==> config.mk <==
export PLATFORM = sky130hd
export DESIGN_NAME = btn_event_ctrl
export DESIGN_NICKNAME = d
export VERILOG_FILES = /design/src/rtl/btn_evt_pkg.sv /design/src/rtl/btn_debounce.sv /design/src/rtl/btn_tracker.sv /design/src/rtl/btn_event_ctrl.sv
export SDC_FILE = /design/constraint.sdc
export NUM_CORES = 1
export LEC_CHECK = 0
export ABC_AREA = 0
export BUFFER_PORTS_ARGS = -buffer_cell sky130_fd_sc_hd__buf_2
export CAP_MARGIN = 5
export CORE_MARGIN = 2
export CORE_UTILIZATION = 45
export CTS_CLUSTER_SIZE = 30
export DETAILED_ROUTE_END_ITERATION = 10
export HOLD_SLACK_MARGIN = 0.08
export PLACE_DENSITY = 0.6
export REMOVE_ABC_BUFFERS = 1
export SLEW_MARGIN = 10
export SYNTH_ARGS = -nofsm -noshare
export SYNTH_HDL_FRONTEND = slang
export SYNTH_SLANG_ARGS = --single-unit
==> constraint.sdc <==
create_clock -name clk -period 2.7 [get_ports clk]
set_input_delay 0.405 -clock clk [delete_from_list [all_inputs] [get_ports clk]]
set_output_delay 0.405 -clock clk [all_outputs]
set_load 0.01 [all_outputs]
==> src/rtl/btn_evt_pkg.sv <==
// Shared constants and types for the front-panel button event controller.
package btn_evt_pkg;

  localparam logic [1:0] EVT_PRESS   = 2'd0;
  localparam logic [1:0] EVT_LONG    = 2'd1;
  localparam logic [1:0] EVT_REPEAT  = 2'd2;
  localparam logic [1:0] EVT_RELEASE = 2'd3;

  localparam int DEF_LONG_CNT   = 25_000_000;
  localparam int DEF_REPEAT_CNT = 5_000_000;
  localparam int DEF_DB_CNT     = 500_000;

  typedef enum logic [1:0] {
    TRK_IDLE,
    TRK_HELD,
    TRK_RPT
  } trk_state_e;

endpackage

==> src/rtl/btn_debounce.sv <==
// Debounce for one raw push-button: two-flop synchroniser, then the level must
// stay changed for DB_CNT consecutive cycles before btn_out follows it.
module btn_debounce #(
  parameter int DB_CNT = 500_000
) (
  input  logic clk,
  input  logic rst_n,
  input  logic btn_in,
  output logic btn_out
);

  localparam int CW = (DB_CNT > 1) ? $clog2(DB_CNT) : 1;

  logic [1:0]    sync;
  logic [CW-1:0] cnt;

  always_ff @(posedge clk or negedge rst_n) begin
    if (!rst_n) begin
      sync    <= '0;
      cnt     <= '0;
      btn_out <= 1'b0;
    end else begin
      sync <= {sync[0], btn_in};
      if (sync[1] == btn_out) begin
        cnt <= '0;
      end else if (cnt == CW'(DB_CNT - 1)) begin
        btn_out <= sync[1];
        cnt     <= '0;
      end else begin
        cnt <= cnt + 1'b1;
      end
    end
  end

endmodule

==> src/rtl/btn_tracker.sv <==
// Per-button press/long/repeat/release tracker with a single-entry pending slot.
module btn_tracker
  import btn_evt_pkg::*;
#(
  parameter int LONG_CNT   = DEF_LONG_CNT,
  parameter int REPEAT_CNT = DEF_REPEAT_CNT
) (
  input  logic       clk,
  input  logic       rst_n,
  input  logic       level,
  input  logic       grant,
  output logic       pend_vld,
  output logic [1:0] pend_type,
  output logic       ovf_set
);

  localparam int TW = $clog2(LONG_CNT);

  trk_state_e    state, state_nx;
  logic [TW-1:0] timer, timer_nx;
  logic          lvl_q;
  logic          rise, fall;
  logic          post;
  logic [1:0]    post_type;

  assign rise = level & ~lvl_q;
  assign fall = ~level & lvl_q;

  always_ff @(posedge clk or negedge rst_n) begin
    if (!rst_n) begin
      state <= TRK_IDLE;
      timer <= '0;
      lvl_q <= 1'b0;
    end else begin
      state <= state_nx;
      timer <= timer_nx;
      lvl_q <= level;
    end
  end

  // A release seen in the same cycle as a timer expiry wins over the expiry.
  always_comb begin
    state_nx  = state;
    timer_nx  = timer;
    post      = 1'b0;
    post_type = EVT_PRESS;
    case (state)
      TRK_IDLE: begin
        if (rise) begin
          post      = 1'b1;
          post_type = EVT_PRESS;
          state_nx  = TRK_HELD;
          timer_nx  = '0;
        end
      end
      TRK_HELD: begin
        if (fall) begin
          post      = 1'b1;
          post_type = EVT_RELEASE;
          state_nx  = TRK_IDLE;
          timer_nx  = '0;
        end else if (timer == TW'(LONG_CNT - 1)) begin
          post      = 1'b1;
          post_type = EVT_LONG;
          state_nx  = TRK_RPT;
          timer_nx  = '0;
        end else begin
          timer_nx = timer + 1'b1;
        end
      end
      TRK_RPT: begin
        if (fall) begin
          post      = 1'b1;
          post_type = EVT_RELEASE;
          state_nx  = TRK_IDLE;
          timer_nx  = '0;
        end else if (timer == TW'(REPEAT_CNT - 1)) begin
          post      = 1'b1;
          post_type = EVT_REPEAT;
          timer_nx  = '0;
        end else begin
          timer_nx = timer + 1'b1;
        end
      end
      default: begin
        state_nx = TRK_IDLE;
        timer_nx = '0;
      end
    endcase
  end

  // A new post replaces whatever is pending; when granted that same cycle the
  // old entry has already been taken, so only an ungranted replace is a loss.
  always_ff @(posedge clk or negedge rst_n) begin
    if (!rst_n) begin
      pend_vld  <= 1'b0;
      pend_type <= EVT_PRESS;
    end else if (post) begin
      pend_vld  <= 1'b1;
      pend_type <= post_type;
    end else if (grant) begin
      pend_vld <= 1'b0;
    end
  end

  assign ovf_set = post & pend_vld & ~grant;

endmodule

==> src/rtl/btn_event_ctrl.sv <==
// Front-panel controller: debounce and track N_BTN buttons, then merge their
// events round-robin into one valid/ready stream with a sticky overflow flag.
module btn_event_ctrl
  import btn_evt_pkg::*;
#(
  parameter int N_BTN      = 4,
  parameter int LONG_CNT   = DEF_LONG_CNT,
  parameter int REPEAT_CNT = DEF_REPEAT_CNT,
  parameter int DB_CNT     = DEF_DB_CNT,
  parameter int ID_W       = $clog2(N_BTN)
) (
  input  logic             clk,
  input  logic             rst_n,
  input  logic [N_BTN-1:0] btn_in,
  output logic [N_BTN-1:0] btn_level,
  output logic             evt_valid,
  input  logic             evt_ready,
  output logic [ID_W-1:0]  evt_id,
  output logic [1:0]       evt_type,
  output logic             evt_ovf,
  input  logic             ovf_clr
);

  logic [N_BTN-1:0] pend_vld;
  logic [N_BTN-1:0] grant_vec;
  logic [N_BTN-1:0] ovf_set;
  logic [1:0]       pend_type [N_BTN];
  logic [ID_W-1:0]  rr_ptr;
  logic [ID_W-1:0]  grant_idx;
  logic [ID_W-1:0]  cand;
  logic             slot_free;
  logic             any_pend;

  for (genvar g = 0; g < N_BTN; g++) begin : g_btn
    btn_debounce #(
      .DB_CNT (DB_CNT)
    ) u_debounce (
      .clk     (clk),
      .rst_n   (rst_n),
      .btn_in  (btn_in[g]),
      .btn_out (btn_level[g])
    );

    btn_tracker #(
      .LONG_CNT   (LONG_CNT),
      .REPEAT_CNT (REPEAT_CNT)
    ) u_tracker (
      .clk       (clk),
      .rst_n     (rst_n),
      .level     (btn_level[g]),
      .grant     (grant_vec[g]),
      .pend_vld  (pend_vld[g]),
      .pend_type (pend_type[g]),
      .ovf_set   (ovf_set[g])
    );
  end

  // Search starts one past the last granted button so every button gets a turn.
  always_comb begin
    grant_vec = '0;
    grant_idx = rr_ptr;
    cand      = '0;
    any_pend  = 1'b0;
    slot_free = !evt_valid || evt_ready;
    for (int k = 1; k <= N_BTN; k++) begin
      cand = ID_W'((int'(rr_ptr) + k) % N_BTN);
      if (!any_pend && pend_vld[cand]) begin
        any_pend  = 1'b1;
        grant_idx = cand;
      end
    end
    if (slot_free && any_pend) begin
      grant_vec[grant_idx] = 1'b1;
    end
  end

  always_ff @(posedge clk or negedge rst_n) begin
    if (!rst_n) begin
      evt_valid <= 1'b0;
      evt_id    <= '0;
      evt_type  <= EVT_PRESS;
      rr_ptr    <= ID_W'(N_BTN - 1);
      evt_ovf   <= 1'b0;
    end else begin
      if (slot_free) begin
        if (any_pend) begin
          evt_valid <= 1'b1;
          evt_id    <= grant_idx;
          evt_type  <= pend_type[grant_idx];
          rr_ptr    <= grant_idx;
        end else begin
          evt_valid <= 1'b0;
        end
      end
      if (|ovf_set) begin
        evt_ovf <= 1'b1;
      end else if (ovf_clr) begin
        evt_ovf <= 1'b0;
      end
    end
  end

endmodule

==> results.cfg <==
[global_routing]
grt_max_degree = 72
grt_pass1_vias = 8665
grt_pass1_wl_um = 41500
antenna_found_initial = 0
grt.overflow.total = 0
grt_usage_pct = 18.1

[floorplanning]
die_y_um = 165
start_util_pct = 46.1
fp.dieW_um = 165
core_area_mm2 = 0.0253
io_pins = 18
num_rows = 58
die_area_mm2 = 0.0273

[power_and_ir_drop]
peakVddDrop_mv = 0.464
leakagePower_nw = 5.71
p_total_mw = 7.42
power_density_mw_per_mm2 = 563

[timing]
hold-worst-slack_ps = 124
rsz0062_at_grt = no
slew_viol_final = 0
fin_skew_ps = 12.2
fmax_mhz = 415
period_share_pct = 89.2
finalHoldViolCount = 0
relSlewSlack_pct = 46.4
setup_viol = 0
worstMarginPinSlew_ps = 799
tns_ps = 0
post-route-min-period_ps = 2410

[yosys]
syn_avg_cell_area_um2 = 9.40
synth_flop_cell = dfrtp_1
ys_warn_count = 0
yosysSeqAreaShare_pct = 47.2
synthArstFlopShare_pct = 100
synth_edf_count = 0
synth_most_common_cell = dfrtp_1
synth_commonest_cells = dfrtp_1 (218), nor2_1 (180), nand2_1 (117)
yosysTopAreaCellShare_pct = 46.7
syn_inst = 1243
yosysTopAreaCell = dfrtp_1
ys_ff_latch = 220
synth_area_mm2 = 0.0117
yosys.cell_types.count = 76
synth_area_leaders = dfrtp_1 (47%), nor2_1 (5.8%), xor2_1 (4.5%), xnor2_1 (4.0%), nand2_1 (3.8%)

[final_layout]
syn_to_final_growth_pct = 12.7
drive_gt1_share_pct = 10.0
nNetsFinal = 1312
finish.instance_area_mm2 = 0.0132
n_fill_cell = 2340
n_antenna_cell = 0

[worst_hold_path]
worstHoldPathType = primary input to flip-flop
hold_path_startpoint = evt_ready

[cts]
clock_latency_ps = 530
cts_setup_buffers = 0
cts_buffers = 26
cts_tree = done
clk_pin_slew_ps = 60
root_buffer = clkbuf_16
htree_levels = 1
cts.sinks = 220
clock_path_buffers = 3

[routing]
vias_per_cell = 5.44
drtPass1Iterations = 5
vias = 8873
drt-total-wl_um = 23800
ant_nets = 0
drc = 0
post_drt_wl_per_cell_um = 14.6
drt_iter0_markers = 572

[setup_path]
cp_max_fo = 15
path_cells = or4b_1 -> or4_4 -> o21ai_2 -> a21oi_2 -> nor2_4 -> nor2_1
required_ps = 3090
critPathSlowestCell = or4_4
start_kind = flip-flop
end_kind = flip-flop
worstSetupPathType = flip-flop to flip-flop
r2r-start = g_btn[0].u_tracker.timer[15]
crit_arrival_ps = 2800
crit_start = g_btn[0].u_tracker.timer[15]
slowest_delay_ps = 550

[flow_run]
cap_violations = 0

[status]
outcome = completed

[place]
port_buffers = 17
dp_hpwl_um = 16000
postPlaceCellArea_mm2 = 0.0122
place_congestion = 0.815
==> cell usage in the layout, fill, tap and decap left out, types with 5 or more instances in the layout <==
master	Yosys	layout
nor3_1	32	32
a21o_1	14	14
clkinv_2	0	5
xor2_1	60	60
nand2b_1	11	11
or2_2	8	8
mux2_2	11	11
or4_1	5	5
mux2i_1	15	15
or3_1	12	12
buf_2	2	16
and3_1	31	31
xnor2_1	53	53
nor2b_1	13	13
o21ai_0	53	51
o31ai_1	7	7
ha_1	24	24
a22o_1	13	13
clkbuf_16	0	27
and2_1	9	9
nand4_1	31	31
nand2_1	117	117
nor4b_1	11	11
dlygate4sd3_1	0	5
dfrtp_1	218	218
clkbuf_8	1	7
nand3_1	66	66
inv_1	45	45
and4_1	16	16
a31oi_1	15	15
buf_4	6	18
a21boi_0	5	5
nor4_1	17	17
nor2_1	180	180
a21oi_1	41	41
==> through the flow <==
stage,worst slack (ps),instances,utilization (%)
6_report,290,1630,52.0
3_3_place_gp,324,1577,48.2
4_1_cts,260,1630,52.0
5_1_grt,141,1630,52.0
2_1_floorplan,343,1210,-
3_5_place_dp,289,1577,48.2
==> final cells by class <==
type / instances / area [um^2] / share of cell area, %
clock buffers: 38 / 787 / 5.98
clock inverters: 10 / 131 / 0.998
inverters: 45 / 169 / 1.28
multi-input cells: 945 / 5840 / 44.3
flip-flops and latches: 220 / 5510 / 41.8
well taps: 330 / 413 / 3.14
repair buffers: 42 / 320 / 2.43
==> per-layer routing <==
metal  GRT usage, %  share of wire, %  up-vias
met4           4.03               1.8        0
met1           25.7                49     4274
met3           2.57               3.5       29
li1               -                 -     4458
met5              0                 0        -
met2           29.4                45      112
==> state kept, by name, indices dropped and copies added (netlist names) <==
register / cells
evt_type: 2
evt_id: 2
g_btn.u_tracker.pend_type: 8
evt_ovf: 1
g_btn.u_tracker.pend_vld: 4
rr_ptr: 2
g_btn.u_debounce.sync: 8
g_btn.u_debounce.btn_out: 4
g_btn.u_tracker.timer: 100
g_btn.u_tracker.state: 8
g_btn.u_debounce.cnt: 76
g_btn.u_tracker.lvl_q: 4
evt_valid: 1
==> path summary, 6_finish.rpt <==
| kind | endpoint | slack [ps] | cells past startpoint |
|---|---|---|---|
| setup / recovery | g_btn[0].u_tracker.timer[7] | 290 | 6 |
| hold / removal | evt_valid | 120 | 2 |
| setup reg to reg | g_btn[0].u_tracker.timer[7] | 290 | 6 |
| hold reg to reg | g_btn[0].u_debounce.sync[1] | 350 | 0 |
| max in group asynchronous | g_btn[3].u_tracker.timer[23] | 1440 | 3 |
| min in group asynchronous | g_btn[2].u_debounce.cnt[16] | 440 | 2 |
==> kinds of logic (layout without fill, tap and decap cells) <==
group | after synthesis | after routing | share of synthesized area [%]
compound gates | 196 | 196 | 11.2
xor+xnor | 113 | 113 | 8.47
mux | 26 | 26 | 2.35
fa+ha+maj | 24 | 24 | 2.57
buf+inv | 78 | 135 | 2.87
simple gates | 586 | 586 | 25.3
flops | 220 | 220 | 47.2
==> worst max-delay path: cells and delay by family, from the launching register on <==
family / cells / cell delay, ps
flip-flops: 1 / 400
AO/OA/AOI/OAI: 2 / 360
AND/OR/NAND/NOR: 4 / 1500
==> where the power goes <==
part	internal (mW)	leakage [nW]	switching, mW
Clock	2.30	0.454	1.37
Combinational	0.127	2.22	0.206
Sequential	3.36	3.03	0.0567
Total	5.78	5.71	1.63
==> repair_timing <==
item	in CTS	in global routing
endpoints found under the hold margin	71	0
hold buffers	5	0
setup endpoints to repair	0	4
gates resized for setup	0	1
Power figures use the tool's default switching activity.
